<file path="src/rtl/spread_sched_pkg.sv">
// Shared types and widths for the spread-calculation scheduler.
// Holds the FSM state enum, position/maturity/tier/charge typedefs, the
// configuration bundle struct and a helper that sizes requester indices.
package spread_sched_pkg;

  localparam int POS_W  = 16;
  localparam int MAT_W  = 8;
  localparam int TIER_W = 4;
  localparam int NLEG   = 8;   // legs per portfolio
  localparam int NTIER  = 3;
  localparam int NCHG   = 6;
  localparam int NOUT   = 3;

  typedef logic signed [POS_W-1:0] pos_t;
  typedef logic        [MAT_W-1:0] mat_t;
  typedef logic       [TIER_W-1:0] tier_t;
  typedef logic              [7:0] charge_t;

  typedef enum logic [1:0] {IDLE, LOAD, SETTLE, RESP} state_e;

  typedef struct packed {
    tier_t   [NTIER-1:0] tier_max;
    charge_t [NCHG-1:0]  charge;
    charge_t [NOUT-1:0]  outright;
  } cfg_t;

  // Index width that never collapses to zero bits for a single requester.
  function automatic int id_width(input int n);
    return (n > 1) ? $clog2(n) : 1;
  endfunction

endpackage

</file>
<file path="src/rtl/rr_arbiter.sv">
// Round-robin arbiter.
// Ports: clk, reset (sync, active high); req[NREQ] requests; en allows a
// grant this cycle; grant[NREQ] one-hot grant; grant_idx encoded grant.
// Any grant issued is an acceptance (grants only go to asserted requests),
// so the priority pointer moves to the slot after the winner.
module rr_arbiter
  import spread_sched_pkg::*;
#(
  parameter  int NREQ = 4,
  localparam int IDW  = id_width(NREQ)
) (
  input  logic            clk,
  input  logic            reset,
  input  logic [NREQ-1:0] req,
  input  logic            en,
  output logic [NREQ-1:0] grant,
  output logic [IDW-1:0]  grant_idx
);

  logic [IDW-1:0] ptr;
  logic           found;
  int             idx;

  // Scan from the pointer, wrapping once; first asserted request wins.
  always_comb begin
    found     = 1'b0;
    grant_idx = '0;
    idx       = 0;
    for (int k = 0; k < NREQ; k++) begin
      idx = int'(ptr) + k;
      if (idx >= NREQ) idx = idx - NREQ;
      if (!found && req[idx]) begin
        found     = 1'b1;
        grant_idx = IDW'(idx);
      end
    end
    grant = (en && found) ? (NREQ'(1) << grant_idx) : '0;
  end

  always_ff @(posedge clk) begin
    if (reset)
      ptr <= '0;
    else if (|grant)
      ptr <= (grant_idx == IDW'(NREQ-1)) ? '0 : grant_idx + IDW'(1);
  end

endmodule

</file>
<file path="src/rtl/spread_calc_scheduler.sv">
// Spread-calculation scheduler: serialises portfolio jobs from NREQ
// requesters onto a single inter-month spread engine.
// Per job: accept (IDLE) -> LOAD (engine cleared one cycle) -> SETTLE
// (SETTLE_CYCLES cycles, TSC captured on the last) -> RESP (held until
// rsp_ready). Configuration writes are taken only in IDLE and beat any
// simultaneous request.
// Ports: clk, reset (sync, active high); req_valid/req_ready/req_pos/req_mat
// job request side; cfg_wr/cfg_ready/cfg_* configuration; eng_* engine
// drive, eng_reset_n engine reset, eng_tsc engine result; rsp_valid/
// rsp_ready/rsp_id/rsp_tsc result handshake.
// Optional: define SPREAD_SCHED_STATS_EN to add stat_jobs (completed
// responses) and stat_busy (non-IDLE cycles), both saturating.
module spread_calc_scheduler
  import spread_sched_pkg::*;
#(
  parameter  int NREQ          = 4,
  parameter  int SETTLE_CYCLES = 12,
  localparam int IDW           = id_width(NREQ)
) (
  input  logic                       clk,
  input  logic                       reset,
  input  logic [NREQ-1:0]            req_valid,
  output logic [NREQ-1:0]            req_ready,
  input  pos_t [NREQ-1:0][NLEG-1:0]  req_pos,
  input  mat_t [NREQ-1:0][NLEG-1:0]  req_mat,
  input  logic                       cfg_wr,
  output logic                       cfg_ready,
  input  tier_t   [NTIER-1:0]        cfg_tier_max,
  input  charge_t [NCHG-1:0]         cfg_charge,
  input  charge_t [NOUT-1:0]         cfg_outright,
  output pos_t    [NLEG-1:0]         eng_pos,
  output mat_t    [NLEG-1:0]         eng_mat,
  output tier_t   [NTIER-1:0]        eng_tier_max,
  output charge_t [NCHG-1:0]         eng_charge,
  output charge_t [NOUT-1:0]         eng_outright,
  output logic                       eng_reset_n,
  input  logic [15:0]                eng_tsc,
  output logic                       rsp_valid,
  input  logic                       rsp_ready,
  output logic [IDW-1:0]             rsp_id,
  output logic [15:0]                rsp_tsc
`ifdef SPREAD_SCHED_STATS_EN
  ,
  output logic [15:0]                stat_jobs,
  output logic [31:0]                stat_busy
`endif
);

  localparam int CW = $clog2(SETTLE_CYCLES + 1);

  if (SETTLE_CYCLES < 1) begin : g_bad_settle
    $error("spread_calc_scheduler: SETTLE_CYCLES must be >= 1");
  end

  state_e          state, state_nx;
  logic [CW-1:0]   settle_cnt;
  logic [NREQ-1:0] grant;
  logic [IDW-1:0]  grant_idx;
  logic            arb_en;
  logic            eng_clr;

  rr_arbiter #(.NREQ(NREQ)) u_arb (
    .clk       (clk),
    .reset     (reset),
    .req       (req_valid),
    .en        (arb_en),
    .grant     (grant),
    .grant_idx (grant_idx)
  );

  assign req_ready   = grant;
  assign eng_reset_n = ~(reset | eng_clr);

  always_comb begin
    state_nx  = state;
    arb_en    = 1'b0;
    cfg_ready = 1'b0;
    eng_clr   = 1'b0;
    rsp_valid = 1'b0;
    case (state)
      IDLE: begin
        if (cfg_wr) begin
          cfg_ready = 1'b1;
        end else begin
          arb_en = 1'b1;
          if (|grant) state_nx = LOAD;
        end
      end
      LOAD: begin
        eng_clr  = 1'b1;
        state_nx = SETTLE;
      end
      SETTLE: if (settle_cnt == CW'(1)) state_nx = RESP;
      RESP: begin
        rsp_valid = 1'b1;
        if (rsp_ready) state_nx = IDLE;
      end
      default: state_nx = IDLE;
    endcase
    // Handshakes are combinational from state; keep them quiet while reset
    // is applied, before the state register has been forced to IDLE.
    if (reset) begin
      arb_en    = 1'b0;
      cfg_ready = 1'b0;
      rsp_valid = 1'b0;
    end
  end

  always_ff @(posedge clk) begin
    if (reset) begin
      state        <= IDLE;
      settle_cnt   <= '0;
      eng_pos      <= '0;
      eng_mat      <= '0;
      eng_tier_max <= '0;
      eng_charge   <= '0;
      eng_outright <= '0;
      rsp_id       <= '0;
      rsp_tsc      <= '0;
    end else begin
      state <= state_nx;
      // Down-counter: loaded in LOAD, last SETTLE cycle is when it reads 1.
      if (state == LOAD)
        settle_cnt <= CW'(SETTLE_CYCLES);
      else if (state == SETTLE)
        settle_cnt <= settle_cnt - CW'(1);
      if (state == SETTLE && settle_cnt == CW'(1))
        rsp_tsc <= eng_tsc;
      if (cfg_ready) begin
        eng_tier_max <= cfg_tier_max;
        eng_charge   <= cfg_charge;
        eng_outright <= cfg_outright;
      end
      if (|grant) begin
        eng_pos <= req_pos[grant_idx];
        eng_mat <= req_mat[grant_idx];
        rsp_id  <= grant_idx;
      end
    end
  end

`ifdef SPREAD_SCHED_STATS_EN
  always_ff @(posedge clk) begin
    if (reset) begin
      stat_jobs <= '0;
      stat_busy <= '0;
    end else begin
      if (rsp_valid && rsp_ready && stat_jobs != '1) stat_jobs <= stat_jobs + 16'd1;
      if (state != IDLE && stat_busy != '1)         stat_busy <= stat_busy + 32'd1;
    end
  end
`endif

endmodule

</file>
<file path="config.mk">
export PLATFORM = sky130hd
export DESIGN_NAME = spread_calc_scheduler
export DESIGN_NICKNAME = d
export VERILOG_FILES = /design/src/rtl/spread_sched_pkg.sv /design/src/rtl/rr_arbiter.sv /design/src/rtl/spread_calc_scheduler.sv
export SDC_FILE = /design/constraint.sdc
export NUM_CORES = 1
export LEC_CHECK = 0
export ABC_AREA = 1
export BUFFER_PORTS_ARGS = -buffer_cell sky130_fd_sc_hd__buf_4
export CAP_MARGIN = 20
export CORE_AREA = 3 3 459 461
export DETAILED_ROUTE_END_ITERATION = 16
export DIE_AREA = 0 0 462 464
export GPL_ROUTABILITY_DRIVEN = 0
export HOLD_SLACK_MARGIN = 0.15
export PLACE_DENSITY_LB_ADDON = 0.12
export SLEW_MARGIN = 20
export SYNTH_ARGS = -nofsm -noshare
export SYNTH_HDL_FRONTEND = slang
export SYNTH_SLANG_ARGS = --single-unit
</file>
<file path="constraint.sdc">
create_clock -name clk -period 4.3 [get_ports clk]
set_clock_uncertainty 0.05 [all_clocks]
set_input_delay 0.86 -clock clk [delete_from_list [all_inputs] [get_ports clk]]
set_output_delay 0.86 -clock clk [all_outputs]
set_load 0.005 [all_outputs]
</file>
### Word-level counts from Yosys, hierarchy flattened

Cells that the tools add are included.

* register bits after elaboration: 302
* input bits: 876
* output and inout bits: 301
* logic and storage cells: 123

* add/sub/neg operators: 9
* $lt $le $gt $ge: 9
* equal/unequal tests: 9
* shifts and indexed selects: 1
* muxes and demuxes: 46
* bitwise gates (word level): 2
* reduce and logical (&&, ||, !) cells: 13

Operators by type and width (count)
* 128-bit binary-select mux with 2-bit select: 1
* 64-bit binary-select mux with 2-bit select: 1
* 32-bit by 4-bit < comparator with 1-bit output (second input constant): 4
* 128-bit 2-to-1 mux: 1
* 32-bit 2-to-1 mux: 4
* 32-bit by 4-bit greater-or-equal comparator with 1-bit output (second input constant): 3
* 32-bit by 4-bit subtractor with 32-bit output (second input constant): 3
* 64-bit 2-to-1 mux: 1
* 1-bit 2-to-1 mux: 21
* 2-bit 2-to-1 mux: 9
* 4-bit 2-to-1 mux: 3
* 1-bit binary-select mux with 2-bit select: 4
* 2-bit one-hot mux with 4 select lines: 1
* 2-bit by 2-bit adder with 3-bit output (second input constant): 2
* 2-bit equality test (second input constant): 3
* 2-bit != test (second input constant): 3
* 1-bit logical AND: 5
* 4-bit by 1-bit equality test with 1-bit output (second input constant): 1
* 4-bit AND reduction: 1
* 4-bit OR reduction: 1
* 1-bit by 2-bit left shift with 4-bit output (first input constant): 1
* 2-bit by 3-bit subtractor with 4-bit output (second input constant): 1
* 4-bit by 1-bit subtractor with 4-bit output (second input constant): 1
* 2-bit by 1-bit adder with 3-bit output (second input constant): 1
* 11 further kinds: 13

### Depth between registers and ports, before layout

Gate-level depths: netlist of run 1.

* depth in word-level cells: 21
* depth in mapped cells: 19
* mapped depth without buffers: 16

### Hierarchy

From an unflattened synthesis of run 1, not the netlist that was laid out.

* cell total of the unflattened synthesis: 2894
* area, all modules: 18083.6 sq um

Modules (own cells, without submodules)
* spread_calc_scheduler: instances 1, cells an instance 2809, area each 17608.1 sq um, sequential area each 6005.8 sq um
* rr_arbiter: instances 1, cells an instance 85, area each 475.5 sq um, sequential area each 40.0 sq um

### Least setup slack after synthesis of run 1

OpenSTA, ideal clock, no wires.

* kind: input-to-output
* from: in req_valid[1]
* to: out req_ready[3]
* arrival time: 2.487 ns
* data required time: 3.390 ns
* setup slack: 0.903 ns
* cell stages on the path: 15
* buffers on the path: 3
* cells stage by stage: inv_1 > nand2_1 > nand3_1 > nand2_1 > inv_2 > nand3_1 > nor2_2 > nor2_4 > buf_6 > inv_2 > buf_2 > ha_1 > nand2_4 > clkbuf_1 > inv_1

* longest elaborated chain between the ends: 15
* elaborated cells on any way between the ends: 29
* those cells by class: 1 x shift; 21 x mux; 7 x reduce/logical

Ends and longest elaborated chain
* from (decl): line spread_calc_scheduler.sv:22 `input logic [NREQ-1:0] req_valid,`
* 1-bit binary-select mux with 2-bit select: line rr_arbiter.sv:32 `if (!found && req[idx]) begin`
* 1-bit 2-to-1 mux (implied by the code) (2 in a row): line rr_arbiter.sv:32
* 1-bit 2-to-1 mux: line rr_arbiter.sv:32
* 1-bit logical NOT: line rr_arbiter.sv:32
* 1-bit logical AND: line rr_arbiter.sv:32
* 1-bit 2-to-1 mux: line rr_arbiter.sv:32
* 1-bit logical NOT: line rr_arbiter.sv:32
* 1-bit logical AND: line rr_arbiter.sv:32
* 1-bit 2-to-1 mux: line rr_arbiter.sv:32
* 1-bit logical NOT: line rr_arbiter.sv:32
* 1-bit logical AND: line rr_arbiter.sv:32
* 2-bit 2-to-1 mux / 1-bit 2-to-1 mux (equally long branches): line rr_arbiter.sv:32
* 1-bit by 2-bit left shift with 4-bit output / 1-bit logical AND (equally long branches): line rr_arbiter.sv:37 `grant = (en && found) ? (NREQ'(1) << grant_idx) : '0;`
* 4-bit 2-to-1 mux (*): line rr_arbiter.sv:37
* to (decl): line spread_calc_scheduler.sv:23 `output logic [NREQ-1:0] req_ready,`

Mark *: on every way between the ends. The rest lies on a longest branch, timed or not. The select of a mux whose other input is x is not followed.

### Worst setup path after layout of run 1

* from: reg u_arb.ptr[0]
* to: out req_ready[3]

* longest elaborated chain between the ends: 17
* elaborated cells on any way between the ends: 44
* those cells by class: 7 x add/sub; 4 x order compare; 1 x shift; 25 x mux; 7 x reduce/logical

Ends and longest elaborated chain
* from (decl): line rr_arbiter.sv:20 `logic [IDW-1:0] ptr;`
* from (signal assigned): line rr_arbiter.sv:44 `ptr <= (grant_idx == IDW'(NREQ-1)) ? '0 : grant_idx + IDW'(1);`
* parallel branches: the longest is 16 deep, another holds 32-bit by 4-bit subtractor with 32-bit output
* 4-bit 2-to-1 mux (*): line rr_arbiter.sv:37

Mark *: on every way between the ends. The select of a mux whose other input is x is not followed.

==> metrics.md, run 1 <==
| Metric | Value |
|---|---|
| Most frequent cells in the layout | 1,225 x buf_4, 1,005 x nand2_1, 302 x dfxtp_1 |
| Final #Nets | 5,017 |
| Switching Share | between 50% and 60% |
| Reg2Reg Depth | 15 |
| Max Cap Viol | 0 |
| Required time of the critical path | 3390 ps |
| Area growth syn-to-layout | 72.1% |
| Hold buffer count at CTS | 0 |
| Setup crit end kind | output port |
| Part of the power in combinational logic | 66.7% |
| Max VDD drop | between 1 and 1.5 mV |
| CTS buffer count | 48 |
| Clock power frac | 15.8% |
| Status | completed |
| Worst-margin pin slew | approximately 950 ps |
| Setup slack after layout | roughly 310 ps |
| Area share of the leading cell type in the synthesized netlist | 32.6% |
| Post-Syn Area per Cell | 6.00 sq um |
| CTS tree | done |
| Leak | 15.1 nW |
| Sequential fraction of design power | roughly 18% |
| Metal-1 WL | 61.4 mm |
| DRC Markers | 0 |
| CP Launch Type | flip-flop |
| Initial antenna violation count | between 50 and 60 |
| Total congestion overflow | 0 |
| RSZ-0062 raised after global routing | no |
| Final setup fails | 0 |
| Pre-Repair DR Iteration Count | 5 |
| Slowest-stage cell, CP | dfxtp_1 |
| Synth unique cells | 30 |
| Final period util | between 90% and 100% |
| Ys Warns | 0 |
| Vias in the first global route | 24,800 |
| Hold Crit Class | flip-flop to flip-flop |
| Row cnt | roughly 170 |
| Mapped Area | 18,600 sq um |
| Synth async-reset ratio | 0% |
| CP arrival | a little over 3000 ps |
| Final wirelength | 154 mm |
| Die ar. | approximately 210,000 sq um |
| Htree depth | 2 |
| Post-CTS resize count | 0 |
| R2r startpoint | u_arb.ptr[0] |
| Register area share after synthesis | ~33% |
| Most common cell after layout, fill and taps aside | buf_4 |
| R2r setup slk | roughly 760 ps |
| Skew-Pair Late Insertion Delay | 670 ps |
| Synth Net Count | between 3,000 and 4,000 |
| Core area | approximately 210,000 sq um |
| Syn Inst Count | 3,095 |
| EDFF count, synth | 0 |
| Crit path to | req_ready[3] |
| CTS clk-pin slew, worst paths | approximately 60 ps |
| WP buf/inv | 4 |
| PwrDens | 815 nW/um^2 |
| Worst slack, placed | about 360 ps |
| Internal Power | between 0.01 and 0.015 W |
| Synth top area cells | dfxtp_1 33%, nand2_1 20%, nand3_1 7.8%, o21ai_0 5.8%, nor2_1 5.5% |
| Layout cells sized above 1 | between 30% and 40% |
| Clk buf depth | 3 |
| GRT Util Overall | around 14% |
| Crit-path cells | inv_2 -> nand2_1 -> nand3_1 -> nand2_1 -> nor2_1 -> nand3_1 -> nand2_4 -> nand2_8 -> inv_4 -> ha_1 -> nand2_4 -> inv_1 -> buf_4 |
| Die Width | 462 um |
| Hold Vio Cnt, Final | 0 |
| Synth area leader | dfxtp_1 |
| Routed vias/inst | 3.53 |
| Final HPWL DP | 120 mm |
| Top-Level Pins | 1,177 |
| Final TNS setup | 0 ps |
| Port bufs | about 1,200 |
| Slew Viols, Final | 0 |
| Critical path's top delay family | simple AND/OR/NAND/NOR gates |
| Critical Path Max Stage Delay | about 350 ps |
| DRT antenna net count | 0 |
| Postcts setup bufs | 0 |
| Starting DRC count in detailed routing | approximately 1,200 |
| CP startpoint | u_arb.ptr[0] |
| CP max FO | 10 |
| Post-synth top flop | dfxtp_1 |
| Critical Path Stages | 13 |
| Routed vias | ~24,000 |
| Die height | 464 um |
| Flops & latches, synth | about 300 |
| Met3 routed WL | roughly 14 mm |
| Root Buffer | clkbuf_16 |
| Starting Density | under 10% |
| Min Tclk post-route | 3990 ps |
| Clock sinks | 302 |
| Top routing layer used | met5 |
| Peak Freq | roughly 250 MHz |
| RR Endpoint | eng_pos[123] |
| Routed WL per cell | roughly 22 um |
| Psw | roughly 0.014 W |
| Worst slew margin | between 30% and 40% |
| First-pass GRT wire length | 205 mm |
| Largest net degree at the start of global routing | ~150 |
| Hold path cells | 2 |
| Routed wl met2 | between 70 and 80 mm |
| Setup Crit Path Kind | flip-flop to output port |
==> sequential cells by signal, summed over array words and instances (netlist names) <==
name	count
rsp_tsc	16
rsp_id	2
settle_cnt	4
state	2
u_arb.ptr	2
eng_tier_max	12
eng_charge	48
eng_pos	128
eng_mat	64
eng_outright	24
==> how the worst min path moves through the flow <==
stage	from	end
after global placement	rsp_tsc[11]	rsp_tsc[11]
after CTS	cfg_charge[1]	eng_charge[1]
after global routing	cfg_tier_max[0]	eng_tier_max[0]
after floorplan	rsp_tsc[10]	rsp_tsc[10]
final	rsp_tsc[6]	rsp_tsc[6]
after detailed placement	rsp_tsc[11]	rsp_tsc[11]
==> layout make-up <==
type	instances	area, sq um
diodes	12	30.0
clock buffers	73	1410
clock inverters	11	163
fillers	24300	175000
inverters	232	883
multi-input cells	2301	10400
flip-flops and latches	302	6050
well taps	2704	3380
repair buffers	1248	9650
==> logic make-up after synthesis <==
logic type               count (synthesis)  share of synthesized area (%)
AND/OR/NAND/NOR                       1753                           40.6
AO/OA/AOI/OAI                          539                           14.6
buffers and inverters                  492                           11.7
flip-flops                             302                           32.6
adder cells (fa/ha/maj)                  8                          0.539
XOR/XNOR                                 1                         0.0472
==> cells in the mapped netlist, types with 3 or more instances <==
cell and count:
a21oi_1 173, buf_2 126, buf_4 18, buf_6 13, clkbuf_1 102, dfxtp_1 302, ha_1 8, inv_1 224
inv_2 8, nand2_1 1008, nand2_2 3, nand2_4 3, nand3_1 288, nand3b_1 86, nand4_1 89, nor2_1 270
o21ai_0 217, o21ai_1 145
==> stage by stage <==
stage | cells | total power, W | hold slack (ps) | area, sq um | utilization, %
2_1_floorplan | 3095 | 0.0141 | 390 | 18600 | -
3_3_place_gp | 6787 | 0.0228 | 389 | 30400 | 14.7
3_5_place_dp | 6787 | 0.0227 | 394 | 30400 | 14.7
4_1_cts | 6871 | 0.0271 | 278 | 31900 | 15.4
5_1_grt | 6878 | 0.0287 | 325 | 32000 | 15.4
6_report | 6883 | 0.0260 | 396 | 32000 | 15.5
==> worst reg2reg max path: cells and delay by family (launching register included) <==
kind | cells | cell delay, ps
buf+inv | 4 | 1050
simple gates | 9 | 1060
flops | 1 | 350
compound gates | 2 | 900
==> power groups by stage <==
| stage | registers [W] | logic, W | clock network, W |
|---|---|---|---|
| after global placement | 0.00462 | 0.0182 | 0 |
| after CTS | 0.00458 | 0.0182 | 0.00441 |
| after global routing | 0.00469 | 0.0196 | 0.00446 |
| after detailed placement | 0.00463 | 0.0181 | 0 |
| final | 0.00456 | 0.0174 | 0.00410 |
| after floorplan | 0.00450 | 0.00962 | 0 |
==> per-layer routing <==
layer,global-route usage (%),vias up
met1,15.4,11200
li1,-,12100
met3,5.03,150
met5,0,-
met2,23.6,890
met4,3.70,22
No activity file was read; power rests on OpenSTA's default activity.
==> run 2: changes to the inputs <==
--- a/config.mk
+++ b/config.mk
@@ -5,12 +5,12 @@
 export SDC_FILE = /design/constraint.sdc
 export NUM_CORES = 1
 export LEC_CHECK = 0
-export ABC_AREA = 1
+export ABC_AREA = 0
 export BUFFER_PORTS_ARGS = -buffer_cell sky130_fd_sc_hd__buf_4
 export CAP_MARGIN = 20
-export CORE_AREA = 3 3 459 461
+export CORE_AREA = 3 3 462 464
 export DETAILED_ROUTE_END_ITERATION = 16
-export DIE_AREA = 0 0 462 464
+export DIE_AREA = 0 0 465 467
 export GPL_ROUTABILITY_DRIVEN = 0
 export HOLD_SLACK_MARGIN = 0.15
 export PLACE_DENSITY_LB_ADDON = 0.12
==> run 2 against run 1 <==
  * Global-route usage decreased by 0.70 points
  * Clock power increased by 3%
  * Highest routed layer unchanged
  * Via count decreased by 18%
  * Die area increased by 1.3%
  * Sequential power decreased by 27%
  * Critical path type unchanged
  * Clock-buffer cell count decreased by 2
  * Largest power group is now clock
  * Sequential share of layout area increased by 1.7 points
==> metrics.md, run 2 <==
| Metric | Value |
|---|---|
| Leak | 13.2 nW (-13%) |
| Layout cells sized above 1 | 40.5% (+8.3 points) |
| Worst slack, placed | 641 ps (+284 ps) |
| Dpl cell area | 27,700 sq um (-8.9%) |
| Top-Level Pins | 1,177 (unchanged) |
| Starting DRC count in detailed routing | 963 (-19%) |
| Biggest regs | eng_pos (128), eng_mat (64), eng_charge (48) |
| Final HPWL DP | 120 mm (about the same) |
| Synth top area cells | dfxtp_1 39%, nand2_1 21%, a21oi_1 13%, a221o_1 12%, mux2i_1 6.8% |
| Port bufs | 1,176 (unchanged) |
| R2r setup slk | 1200 ps (+440 ps) |
| Min Tclk post-route | 3710 ps (-282 ps) |
| CP max FO | 6 (-4) |
| GRT Util Overall | 12.9% (-0.70 points) |
| Die height | 467 um (+0.65%) |
| Vias in the first global route | 20,900 (-15%) |
| Final period util | 86.2% (-6.6 points) |
| Most flop-heavy register | eng_pos |
| Reg2Reg Depth | 9 (-6) |
| Peak Freq | 270 MHz (+7.6%) |
| Synth Net Count | 3,007 (-24%) |
| Pre-Repair DR Iteration Count | 4 (-1) |
| Core area | 210,000 sq um (+1.3%) |
| Synth area leader | dfxtp_1 |
| Synth async-reset ratio | 0% (unchanged) |
| CTS tree | done |
| PwrDens | 381 nW/um^2 (-53%) |
| CTS buffer count | 48 (unchanged) |
| Area share of the leading cell type in the synthesized netlist | 38.8% (+6.2 points) |
| First-pass GRT wire length | 192 mm (-6.1%) |
| Cell Count, Final, Fillers Out | 6,046 (-12%) |
| DRC Markers | 0 (unchanged) |
| Post-Syn Area per Cell | 7.35 sq um (+22%) |
| Required time of the critical path | 3390 ps (about the same) |
| Sequential fraction of design power | 29.9% (+12 points) |
| Routed vias | 20,000 (-18%) |
| Post-CTS resize count | 0 (unchanged) |
| Worst slew margin | 30.0% (-5.6 points) |
| Row cnt | 168 (+0.60%) |
| Status | completed |
| Htree depth | 2 (unchanged) |
| Most common cell after layout, fill and taps aside | buf_4 |
| Routed WL per cell | 24.4 um (+9.4%) |
| Worst Hold Path EP | rsp_tsc[7] |
| Post-synth top cells | 853 x nand2_1, 406 x a21oi_1, 302 x dfxtp_1 |
| Total congestion overflow | 0 (unchanged) |
| Fill count | 24,400 (+0.26%) |
| Max VDD drop | 0.273 mV (-73%) |
| Root Buffer | clkbuf_16 |
| HP Start | eng_tsc[7] |
| Clock sinks | 302 (unchanged) |
| Die Width | 465 um (+0.65%) |
| Multi-input logic area | 8680 sq um (-17%) |
| Max reg flops | 128 (unchanged) |
| R2r startpoint | u_arb.ptr[1] |
| Skew-Pair Late Insertion Delay | 660 ps (about the same) |
| Ys Warns | 0 (unchanged) |
| RSZ-0062 raised after global routing | no |
| Final Cell Area | 29,300 sq um (-8.3%) |
| Area growth syn-to-layout | 87.8% |
| Final setup fails | 0 (unchanged) |
| Final #Nets | 4,082 (-19%) |
| Routed vias/inst | 3.31 (-6.5%) |
| Part of the power in combinational logic | 32.2% (-35 points) |
| Worst-margin pin slew | 1050 ps (+94.7 ps) |
| Setup Crit Path Kind | flip-flop to output port |
| Starting Density | 7.44% (-1.5 points) |
| Hold path cells | 3 (+1) |
| Max Cap Viol | 0 (unchanged) |
| Switching Share | 35.9% (-18 points) |
| Psw | 0.00401 W (-72%) |
| RR Endpoint | eng_pos[1] |
| EDFF count, synth | 0 (unchanged) |
| Post-synth top flop | dfxtp_1 |
| CP arrival | 2800 ps (-280 ps) |
| Synth unique cells | 40 (+33%) |
| Clk buf depth | 3 (unchanged) |
| Final TNS setup | 0 ps (unchanged) |
| # placed instances | 5,953 (-12%) |
| CP Launch Type | flip-flop |
| CTS clk-pin slew, worst paths | 60 ps (about the same) |
| Hold Vio Cnt, Final | 0 (unchanged) |
| Setup slack after layout | 595 ps (+282 ps) |
| Largest net degree at the start of global routing | 145 (-4.0%) |
| DRT antenna net count | 0 (unchanged) |
| Internal Power | 0.00716 W (-40%) |
| Sequential Area | 6050 sq um (unchanged) |
| Hold Crit Class | input pin to flip-flop |
| Hold Slack | 402 ps (+5.47 ps) |
| Slew Viols, Final | 0 (unchanged) |
| Die ar. | 217,000 sq um (+1.3%) |
| Mapped Area | 15,600 sq um (-16%) |
| Count leader, synth | nand2_1 |
| Hold buffer count at CTS | 0 (unchanged) |
| Initial antenna violation count | 51 (-3.8%) |
| Final wirelength | 148 mm (-3.9%) |
| Setup crit end kind | output port |
| Register area share after synthesis | 38.8% (+6.2 points) |
| Clock power frac | 37.9% (+22 points) |
| Most frequent cells in the layout | 1,204 x buf_4, 851 x nand2_1, 406 x a21oi_1 |
| Postcts setup bufs | 0 (unchanged) |
| Flops & latches, synth | 302 (unchanged) |
| Syn Inst Count | 2,123 (-31%) |
-- run 2: cells by family after synthesis --
family | synth area share [%]
flops | 38.8
buf+inv | 5.72
mux | 6.80
xor+xnor | 0.0562
simple gates | 21.5
compound gates | 26.5
fa+ha+maj | 0.642
-- run 2: final cells by class --
cell class                 count  area share (%)
antenna                        7          0.0598
clock buffer                  71            4.87
clock inverter                15           0.624
inverter                      11           0.192
multi-input combinational   1614            29.6
sequential                   302            20.6
tap                         2805            12.0
timing repair buffer        1221            32.0
-- run 2: critical path, cell delays in order (launching register included) --
cell and delay, ps:
dfxtp_1 450, nand2_1 70, and3_1 210, o32ai_4 570, inv_8 80, ha_1 300
and2_1 270, buf_4 190
-- run 2: worst max path at each step --
stage	end	slack, ps	start	cells past startpoint
after global placement	req_ready[3]	620	req_valid[0]	8
after detailed placement	req_ready[3]	640	req_valid[0]	8
after floorplan	eng_mat[10]	840	req_valid[2]	13
after CTS	req_ready[3]	370	u_arb.ptr[1]	7
final	req_ready[3]	590	u_arb.ptr[1]	7
after global routing	req_ready[3]	360	u_arb.ptr[1]	7
-- run 2: power by group through the flow --
stage / Clock [W] / Sequential [W] / Combinational (W)
floorplan: 0 / 0.00337 / 0.00143
global placement: 0 / 0.00341 / 0.00373
detailed placement: 0 / 0.00340 / 0.00373
CTS: 0.00449 / 0.00335 / 0.00373
global route: 0.00455 / 0.00338 / 0.00394
finish: 0.00423 / 0.00334 / 0.00359
-- run 2: routing by layer --
layer | track usage (%) | vias to the layer above | share of wire, % | wire, um
li1 | - | 9549 | - | -
met1 | 15.4 | 9296 | 41 | 61200
met2 | 20.6 | 938 | 45 | 66700
met3 | 5.68 | 165 | 10 | 15000
met4 | 4.00 | 42 | 3.0 | 4360
met5 | 0 | - | 0.18 | 273
-- run 2: metrics by stage --
| stage | utilization, % | power [W] |
|---|---|---|
| 2_1_floorplan | - | 0.00480 |
| 3_3_place_gp | 13.2 | 0.00714 |
| 3_5_place_dp | 13.2 | 0.00713 |
| 4_1_cts | 14.0 | 0.0116 |
| 5_1_grt | 14.0 | 0.0119 |
| 6_report | 14.0 | 0.0112 |
